### src/rtl/axil_pkg.sv
`default_nettype none
// ---------------------------------------------------------------------------
// axil_pkg : AXI4-Lite request/response bundles and response codes
// Rev 1.0
// ---------------------------------------------------------------------------
package axil_pkg;

  typedef struct packed {
    logic [31:0] aw_addr;
    logic [2:0]  aw_prot;
    logic        aw_valid;
    logic [31:0] w_data;
    logic [3:0]  w_strb;
    logic        w_valid;
    logic        b_ready;
    logic [31:0] ar_addr;
    logic [2:0]  ar_prot;
    logic        ar_valid;
    logic        r_ready;
  } axil_req_t;

  typedef struct packed {
    logic        aw_ready;
    logic        w_ready;
    logic [1:0]  b_resp;
    logic        b_valid;
    logic        ar_ready;
    logic [31:0] r_data;
    logic [1:0]  r_resp;
    logic        r_valid;
  } axil_resp_t;

  localparam logic [1:0] RESP_OKAY   = 2'b00;
  localparam logic [1:0] RESP_DECERR = 2'b11;

endpackage
`default_nettype wire

### src/rtl/soc_addr_rules_pkg.sv
`default_nettype none
// ---------------------------------------------------------------------------
// soc_addr_rules_pkg : system address-map rule type
// Rev 1.0
// ---------------------------------------------------------------------------
package soc_addr_rules_pkg;

  // One address window; end_addr is exclusive.
  typedef struct packed {
    logic [31:0] start_addr;
    logic [31:0] end_addr;
  } addr_rule_t;

endpackage
`default_nettype wire

### src/rtl/axil_addr_decode.sv
`default_nettype none
// ---------------------------------------------------------------------------
// axil_addr_decode : combinational rule matcher, lowest matching index wins
// Rev 1.0
// ---------------------------------------------------------------------------
module axil_addr_decode
  import soc_addr_rules_pkg::*;
#(
  parameter int unsigned NUM_SLAVES = 2,
  parameter int unsigned IDX_W      = (NUM_SLAVES > 1) ? $clog2(NUM_SLAVES) : 1
) (
  input  logic [31:0]                   i_addr,
  input  addr_rule_t [NUM_SLAVES-1:0]   i_rules,
  output logic [IDX_W-1:0]              o_idx,
  output logic                          o_no_match
);

  // Scan from the top down so the lowest matching index is the last written.
  always_comb begin
    o_idx      = '0;
    o_no_match = 1'b1;
    for (int i = NUM_SLAVES - 1; i >= 0; i--) begin
      if ((i_addr >= i_rules[i].start_addr) && (i_addr < i_rules[i].end_addr)) begin
        o_idx      = IDX_W'(i);
        o_no_match = 1'b0;
      end
    end
  end

endmodule
`default_nettype wire

### src/rtl/axil_addr_demux.sv
`default_nettype none
// ---------------------------------------------------------------------------
// axil_addr_demux : AXI4-Lite 1-to-N address demux with internal DECERR slave
// Rev 1.0
// ---------------------------------------------------------------------------
module axil_addr_demux
  import axil_pkg::*;
  import soc_addr_rules_pkg::*;
#(
  parameter int unsigned NUM_SLAVES = 2,
  parameter int unsigned IDX_W      = (NUM_SLAVES > 1) ? $clog2(NUM_SLAVES) : 1
) (
  input  logic                          clk_i,
  input  logic                          rst_ni,
  input  addr_rule_t [NUM_SLAVES-1:0]   addr_rules_i,
  input  axil_req_t                     slv_req_i,
  output axil_resp_t                    slv_resp_o,
  output axil_req_t  [NUM_SLAVES-1:0]   mst_req_o,
  input  axil_resp_t [NUM_SLAVES-1:0]   mst_resp_i
);

  localparam logic [2:0] W_IDLE  = 3'd0;
  localparam logic [2:0] W_DATA  = 3'd1;
  localparam logic [2:0] W_FWD   = 3'd2;
  localparam logic [2:0] W_WAIT  = 3'd3;
  localparam logic [2:0] W_BRESP = 3'd4;

  localparam logic [1:0] R_IDLE = 2'd0;
  localparam logic [1:0] R_FWD  = 2'd1;
  localparam logic [1:0] R_WAIT = 2'd2;
  localparam logic [1:0] R_RESP = 2'd3;

  logic [2:0]       r_wstate;
  logic [31:0]      r_aw_addr;
  logic [2:0]       r_aw_prot;
  logic [IDX_W-1:0] r_widx;
  logic             r_werr;
  logic [31:0]      r_w_data;
  logic [3:0]       r_w_strb;
  logic             r_aw_vld;
  logic             r_w_vld;
  logic [1:0]       r_bresp;

  logic [1:0]       r_rstate;
  logic [31:0]      r_ar_addr;
  logic [2:0]       r_ar_prot;
  logic [IDX_W-1:0] r_ridx;
  logic [31:0]      r_rdata;
  logic [1:0]       r_rresp;

  logic [IDX_W-1:0] w_aw_idx;
  logic             w_aw_nomatch;
  logic [IDX_W-1:0] w_ar_idx;
  logic             w_ar_nomatch;

  logic             w_aw_rdy;
  logic             w_w_rdy;
  logic             w_b_vld;
  logic [1:0]       w_b_resp;
  logic             w_ar_rdy;
  logic             w_r_vld;
  logic [31:0]      w_r_data;
  logic [1:0]       w_r_resp;

  axil_addr_decode #(.NUM_SLAVES(NUM_SLAVES), .IDX_W(IDX_W)) u_aw_decode (
    .i_addr     (slv_req_i.aw_addr),
    .i_rules    (addr_rules_i),
    .o_idx      (w_aw_idx),
    .o_no_match (w_aw_nomatch)
  );

  axil_addr_decode #(.NUM_SLAVES(NUM_SLAVES), .IDX_W(IDX_W)) u_ar_decode (
    .i_addr     (slv_req_i.ar_addr),
    .i_rules    (addr_rules_i),
    .o_idx      (w_ar_idx),
    .o_no_match (w_ar_nomatch)
  );

  // Payload is broadcast; only the latched port sees valid/ready, and only its readies are heard.
  always_comb begin
    w_aw_rdy = 1'b0;
    w_w_rdy  = 1'b0;
    w_b_vld  = 1'b0;
    w_b_resp = RESP_OKAY;
    w_ar_rdy = 1'b0;
    w_r_vld  = 1'b0;
    w_r_data = '0;
    w_r_resp = RESP_OKAY;
    for (int i = 0; i < NUM_SLAVES; i++) begin
      mst_req_o[i]         = '0;
      mst_req_o[i].aw_addr = r_aw_addr;
      mst_req_o[i].aw_prot = r_aw_prot;
      mst_req_o[i].w_data  = r_w_data;
      mst_req_o[i].w_strb  = r_w_strb;
      mst_req_o[i].ar_addr = r_ar_addr;
      mst_req_o[i].ar_prot = r_ar_prot;
      if (r_widx == IDX_W'(i)) begin
        mst_req_o[i].aw_valid = r_aw_vld;
        mst_req_o[i].w_valid  = r_w_vld;
        mst_req_o[i].b_ready  = (r_wstate == W_WAIT);
        w_aw_rdy = mst_resp_i[i].aw_ready;
        w_w_rdy  = mst_resp_i[i].w_ready;
        w_b_vld  = mst_resp_i[i].b_valid;
        w_b_resp = mst_resp_i[i].b_resp;
      end
      if (r_ridx == IDX_W'(i)) begin
        mst_req_o[i].ar_valid = (r_rstate == R_FWD);
        mst_req_o[i].r_ready  = (r_rstate == R_WAIT);
        w_ar_rdy = mst_resp_i[i].ar_ready;
        w_r_vld  = mst_resp_i[i].r_valid;
        w_r_data = mst_resp_i[i].r_data;
        w_r_resp = mst_resp_i[i].r_resp;
      end
    end
  end

  always_comb begin
    slv_resp_o          = '0;
    slv_resp_o.aw_ready = (r_wstate == W_IDLE);
    slv_resp_o.w_ready  = (r_wstate == W_DATA);
    slv_resp_o.b_valid  = (r_wstate == W_BRESP);
    slv_resp_o.b_resp   = r_bresp;
    slv_resp_o.ar_ready = (r_rstate == R_IDLE);
    slv_resp_o.r_valid  = (r_rstate == R_RESP);
    slv_resp_o.r_data   = r_rdata;
    slv_resp_o.r_resp   = r_rresp;
  end

  always_ff @(posedge clk_i or negedge rst_ni) begin
    if (!rst_ni) begin
      r_wstate  <= W_IDLE;
      r_aw_addr <= '0;
      r_aw_prot <= '0;
      r_widx    <= '0;
      r_werr    <= 1'b0;
      r_w_data  <= '0;
      r_w_strb  <= '0;
      r_aw_vld  <= 1'b0;
      r_w_vld   <= 1'b0;
      r_bresp   <= RESP_OKAY;
    end else begin
      case (r_wstate)
        W_IDLE: begin
          if (slv_req_i.aw_valid) begin
            r_aw_addr <= slv_req_i.aw_addr;
            r_aw_prot <= slv_req_i.aw_prot;
            r_widx    <= w_aw_idx;
            r_werr    <= w_aw_nomatch;
            r_wstate  <= W_DATA;
          end
        end
        W_DATA: begin
          if (slv_req_i.w_valid) begin
            r_w_data <= slv_req_i.w_data;
            r_w_strb <= slv_req_i.w_strb;
            if (r_werr) begin
              r_bresp  <= RESP_DECERR;
              r_wstate <= W_BRESP;
            end else begin
              r_aw_vld <= 1'b1;
              r_w_vld  <= 1'b1;
              r_wstate <= W_FWD;
            end
          end
        end
        W_FWD: begin
          // AW and W may complete in either order or together.
          if (w_aw_rdy) r_aw_vld <= 1'b0;
          if (w_w_rdy)  r_w_vld  <= 1'b0;
          if ((!r_aw_vld || w_aw_rdy) && (!r_w_vld || w_w_rdy)) begin
            r_wstate <= W_WAIT;
          end
        end
        W_WAIT: begin
          if (w_b_vld) begin
            r_bresp  <= w_b_resp;
            r_wstate <= W_BRESP;
          end
        end
        W_BRESP: begin
          if (slv_req_i.b_ready) r_wstate <= W_IDLE;
        end
        default: r_wstate <= W_IDLE;
      endcase
    end
  end

  always_ff @(posedge clk_i or negedge rst_ni) begin
    if (!rst_ni) begin
      r_rstate  <= R_IDLE;
      r_ar_addr <= '0;
      r_ar_prot <= '0;
      r_ridx    <= '0;
      r_rdata   <= '0;
      r_rresp   <= RESP_OKAY;
    end else begin
      case (r_rstate)
        R_IDLE: begin
          if (slv_req_i.ar_valid) begin
            r_ar_addr <= slv_req_i.ar_addr;
            r_ar_prot <= slv_req_i.ar_prot;
            r_ridx    <= w_ar_idx;
            if (w_ar_nomatch) begin
              r_rresp  <= RESP_DECERR;
              r_rdata  <= '0;
              r_rstate <= R_RESP;
            end else begin
              r_rstate <= R_FWD;
            end
          end
        end
        R_FWD: begin
          if (w_ar_rdy) r_rstate <= R_WAIT;
        end
        R_WAIT: begin
          if (w_r_vld) begin
            r_rdata  <= w_r_data;
            r_rresp  <= w_r_resp;
            r_rstate <= R_RESP;
          end
        end
        R_RESP: begin
          if (slv_req_i.r_ready) r_rstate <= R_IDLE;
        end
        default: r_rstate <= R_IDLE;
      endcase
    end
  end

endmodule
`default_nettype wire

### config.mk
export PLATFORM = sky130hd
export DESIGN_NAME = axil_addr_demux
export DESIGN_NICKNAME = d
export VERILOG_FILES = /design/src/rtl/axil_pkg.sv /design/src/rtl/soc_addr_rules_pkg.sv /design/src/rtl/axil_addr_decode.sv /design/src/rtl/axil_addr_demux.sv
export SDC_FILE = /design/constraint.sdc
export NUM_CORES = 1
export LEC_CHECK = 0
export ABC_AREA = 1
export CORE_MARGIN = 3
export CORE_UTILIZATION = 24
export CTS_CLUSTER_SIZE = 24
export DETAILED_ROUTE_END_ITERATION = 8
export DONT_BUFFER_PORTS = 1
export GPL_TIMING_DRIVEN = 0
export PLACE_DENSITY = 0.42
export SLEW_MARGIN = 15
export SYNTH_ARGS = -nofsm -noshare
export SYNTH_HDL_FRONTEND = slang
export SYNTH_SLANG_ARGS = --single-unit
### constraint.sdc
create_clock -name clk_i -period 1.8 [get_ports clk_i]
set_input_delay 0.36 -clock clk_i [delete_from_list [all_inputs] [get_ports clk_i]]
set_output_delay 0.36 -clock clk_i [all_outputs]
set_load 0.005 [all_outputs]
# --- Word level (Yosys, flattened, before mapping) ---
# Index checks and enable logic that the tools add are counted.
# Widths: inputs -> output; s select.
classes:
  n_mux: 53
  eq_ne: 21
  magnitude_cmp: 8
  n_reduce_logical: 23
ops:
  columns: ["cell", "n"]
  rows:
  - ["$ge 32x32->1", 4]
  - ["$lt 32x32->1", 4]
  - ["$mux 32", 4]
  - ["$pmux 32 s2", 1]
  - ["$mux 2", 17]
  - ["$ne 2x2->1 const B", 12]
  - ["$reduce_and 4->1", 5]
  - ["$mux 1", 19]
  - ["$mux 3", 6]
  - ["$pmux 3 s5", 1]
  - ["$pmux 2 s2", 2]
  - ["$pmux 2 s4", 1]
  - ["$eq 3x2->1 const B", 2]
  - ["$reduce_and 2->1", 3]
  - ["$reduce_bool 2->1", 3]
  - ["$logic_and 1x1->1", 5]
  - ["$reduce_and 5->1", 1]
  - ["$eq 2x2->1 const B", 2]
  - ["$ne 2x1->1 const B", 2]
  - ["$pmux 1 s2", 2]
  - ["$eq 3x1->1 const B", 1]
  - ["$eq 3x3->1 const B", 1]
  - ["$logic_not 3->1", 1]
  - ["$eq 2x1->1 const B", 1]
  - ["other kinds (3)", 5]
word_totals:
  output_inout_bits: 263
  in_bits: 323
  register_bits: 152

# --- Logic depth before layout (Yosys ltp) ---
logic_depth:
  ltp_word: 7
  ltp_mapped: 20
  mapped_depth_nobuf: 19

# --- Modules after synthesis ---
# A second synthesis with hierarchy kept.
unflattened:
  cells_unflattened: 1861
  area_unflattened_um2: 13849.5
modules_own_cells:
  columns: ["mod", "area_each_um2", "cells_each", "seq_area_each_um2", "n_inst"]
  rows:
  - ["axil_addr_demux", 7183.1, 767, 3803.6, 1]
  - ["axil_addr_decode", 3333.2, 547, 0.0, 2]

# --- Worst setup path after synthesis ---
# OpenSTA, ideal clock, no wires.
synth_path:
  path_kind: "input -> register"
  startpoint: "input port addr_rules_i[47] in the netlist's numbering"
  endpoint: "register r_rdata[13]"
  n_path_buf: 1
  setup_ps: 117
  path_slack_ps: -120
  arrival_time_ps: 1804
  cell_stages: 16
  t_required_ps: 1683
  path_cell_list: "inv_1 ha_1 a21o_1 nor2_1 nand2_1 nor2_1 nand2_1 nand2_1 nand2_1 nand3_2 nand3_2 nand2_4 nand2_8 buf_6 nand2_1 nand2_1"
synth_between:
  elab_chain_cells: 5
synth_rtl:
  columns: ["element", "line_no", "text"]
  rows:
  - ["start, declared", "axil_addr_demux.sv:15", "input addr_rule_t [NUM_SLAVES-1:0] addr_rules_i,"]
  - ["$ge 32x32->1", "axil_addr_decode.sv:23", "if ((i_addr >= i_rules[i].start_addr) && (i_addr < i_rules[i].end_addr)) begin"]
  - ["$logic_and 1x1->1", "axil_addr_decode.sv:23", null]
  - ["$mux 1", "axil_addr_decode.sv:23", null]
  - ["$ne 2x1->1 (no source line)", null, null]
  - ["$reduce_and 4->1 (no source line)", null, null]
  - ["end signal, assigned", "axil_addr_demux.sv:217", "r_rdata <= w_r_data;"]
  - ["end, declared", "axil_addr_demux.sv:48", "logic [31:0] r_rdata;"]
# Every way passes these cells.
# A chain may end at the register's enable or synchronous reset.

# --- Worst setup path in the final report ---
layout_path:
  startpoint: "input port addr_rules_i[23] in the netlist's numbering"
  endpoint: "register r_rdata[20]"
layout_between:
  elab_chain_cells: 5
layout_rtl:
  columns: ["element", "line_no"]
  rows:
  - ["$lt 32x32->1", "axil_addr_decode.sv:23"]
  - ["$logic_and 1x1->1", "axil_addr_decode.sv:23"]
  - ["$mux 1", "axil_addr_decode.sv:23"]
  - ["$ne 2x1->1 (no source line)", null]
  - ["$reduce_and 4->1 (no source line)", null]
# Every way passes these cells.

==> reports/results.tsv <==
metric	value	unit
CP max FO	8	
clock root buffer	clkbuf_16	
largest net degree at the start of global routing	153	
Highest Signal Layer	met4	
P_leak	0.00884	uW
max cap viols	0	
vias in the first global route	12300	
Slew Limit Headroom	55.3	%
fin crit share	99.6	%
hpwl dp	44300	um
worst-margin pin slew	0.670	ns
die height	241	um
routability congestion estimate	0.807	
post-synthesis compound-gate area fraction	10.3	%
commonest non-fill, non-tap cells in the layout	nand2_1, ha_1, dfrtp_1, inv_1, buf_4	
ratio of cells with drive above 1 in the final layout	23.4	%
leading cell type in the layout, fill and taps excluded	nand2_1	
worst flop-to-flop path startpoint	r_rstate[1]$_DFFE_PN0P_	
final setup margin	0.00692	ns
Via density	4.70	
Synth Area in XOR/XNOR	0	%
Sink Count	152	
metal2 WL	26900	um
Avg WL per Cell	21.3	um
asr flop ratio synth	100	%
Synth Net Count	2328	
initial DRC count	434	
clock latency on the worst-skew pair	0.48	ns
failing checks	hold timing	
DP Worst Slack	-1.54	ns
Total GRT Usage	18.3	%
total grt overflow	0	
remaining antenna violation count	0	
Syn. warnings	0	
sequential share of the synthesized area	28.8	%
post-synthesis cell type count	41	
Synth Area in Adders	24.3	%
Post-route DRC	0	
clock-pin slew on the worst setup and hold paths	0.07	ns
R2R setup slack	0.06	ns
Pre-antenna DRT Iters	4	
Final Max Slew Viols	0	
main combinational cell family by area after synthesis	adder cells	
Hold Crit Class	input pin to async pin	
Fin. Hold Viols	152	
CTS tree	done	
arrival time worst endpoint	2.16	ns
Chip Width	241	um
Initial Util	24.4	%
buffer levels on the longest clock path	2	
Reg2Reg Depth	9	
first-pass GRT wire length	77800	um
#FFs+latches synth	152	
worst clock skew	0.0139	ns
core area	54100	sq um
TritonCTS buffer count	17	
Hold-fix buffers, CTS	100	
Synth Area in Simple Gates	23.6	%
PortBufs	0	
Design Area, Final	17400	sq um
final setup fails	0	
Reg-to-Reg End	r_rdata[16]$_DFFE_PN0P_	
Setup crit end kind	flop	
Placement Cell Area	14900	sq um
EDFF count, synth	0	
met3 wire len	4150	um
CP Launch Type	input pin	
# IOs	586	
num rows	85	
overall power	19700	uW
Cell Pwr Density	1130	nW/um^2
Critical Path RT	2.16	ns
H-Tree Depth	4	
Peak VDD IR	0.731	mV
CP Class	input pin to flop	
initial antenna violation count	2	
fin nets	2467	
wire length on met1	22900	um
WHS	-0.429	ns
outcome	finished, violations left	
area delta synth->final	31.7	%
RSZ-0062 raised after global routing	yes	
mux cell area share after synthesis	0.152	%
syn_area_per_cell	7.55	sq um
DR vias	12200	
die area	57900	sq um
mapped cell area	13200	sq um
Highest Clock Rate	558	MHz
fin crit period	1.79	ns
top_reg_cell synth	dfrtp_1	
Mapped Cells	1749	
routed wire length	55300	um
==> kinds of logic after synthesis <==
group / Yosys count
AO/OA/AOI/OAI: 231
adder cells (fa/ha/maj): 256
flip-flops: 152
AND/OR/NAND/NOR: 770
buffers and inverters: 338
multiplexers: 2
==> worst max-delay path, cell delays in order <==
cell       delay [ns]
inv_1            0.05
ha_1             0.32
nand2_1          0.06
nor2_1           0.18
nand4_1          0.19
nor2_2           0.17
nand2_4          0.07
nand3_4          0.11
nand3_4          0.11
nand2_8          0.15
nand2_8          0.10
clkbuf_16        0.17
nand2_2          0.05
nand2_1          0.05
==> routing by layer <==
layer | GRT usage, % | vias to the layer above
met5 | 0 | -
met4 | 5.92 | 0
met3 | 5.31 | 57
met2 | 31.6 | 434
met1 | 21.8 | 5785
li1 | - | 5942
==> report_power, final <==
group,switching (uW),internal (uW),total [uW]
Sequential,1820,4850,6670
Clock,1770,2080,3850
Combinational,4840,4320,9160
==> worst max-delay path by stage <==
stage                             from                        end  slack (ns)
3_3_place_gp   r_rstate[0]$_DFFE_PN0P_  r_ar_addr[23]$_DFFE_PN0P_       -1.48
2_1_floorplan         addr_rules_i[61]    r_rdata[13]$_DFFE_PN0P_       -0.04
4_1_cts        r_rstate[0]$_DFFE_PN0P_             mst_req_o[111]       -0.03
6_report              addr_rules_i[23]    r_rdata[20]$_DFFE_PN0P_       0.007
5_1_grt              addr_rules_i[108]    r_rdata[20]$_DFFE_PN0P_       -0.05
3_5_place_dp   r_rstate[0]$_DFFE_PN0P_  r_ar_addr[30]$_DFFE_PN0P_       -1.54
==> cell type report <==
cell class | instances | area [sq um]
repair buffers | 120 | 1220
inverters | 196 | 825
plain buffers | 141 | 1050
diodes | 2 | 5.00
clock buffers | 17 | 425
flip-flops and latches | 152 | 3810
multi-input cells | 1260 | 9030
well taps | 696 | 871
clock inverters | 14 | 166
fillers | 5731 | 36700
==> per-stage QoR <==
stage                     std cells  hold slack [ns]  utilization (%)  setup TNS (ns)
after global placement         2445           0.0688             27.5          -87.10
after detailed placement       2445           0.0682             27.5          -90.95
final                          2598           -0.429             32.1               0
after floorplan                1749           0.0644                -           -1.04
after global routing           2597           -0.475             32.1          -0.806
after CTS                      2588           -0.474             31.1         -0.0631
==> cells in the mapped netlist, types with 3 or more instances <==
master	count	area share, %
nand2_1	588	17
nor2_1	73	2.1
buf_4	109	6.2
o21ai_0	40	1.5
nor3_1	10	0.38
o21a_1	6	0.34
clkinv_1	3	0.085
dfrtp_1	152	29
o211ai_1	9	0.51
nand4_1	23	1.1
nor4_1	6	0.28
buf_1	3	0.085
clkbuf_1	25	0.71
ha_1	256	24
a22o_1	32	2.1
nand3_1	60	2.3
o22ai_1	4	0.19
a21o_1	5	0.28
a21oi_1	125	4.7
inv_1	191	5.4
==> timing repair <==
| item | 4_1_cts | 5_1_grt |
|---|---|---|
| setup buffers | 10 | 5 |
| hold endpoints to repair | 252 | 152 |
| endpoints found under the setup margin | 130 | 102 |
| pin swaps | 9 | 35 |
| gates cloned | 2 | 4 |
| resized for setup | 70 | 127 |
==> flip-flops by register name, indices dropped and copies added (netlist names), 3 cells and up <==
name	count
r_aw_addr	32
r_aw_prot	3
r_wstate	3
r_rdata	32
r_w_strb	4
r_ar_addr	32
r_ar_prot	3
r_w_data	32
No activity file was read; power rests on OpenSTA's default activity.
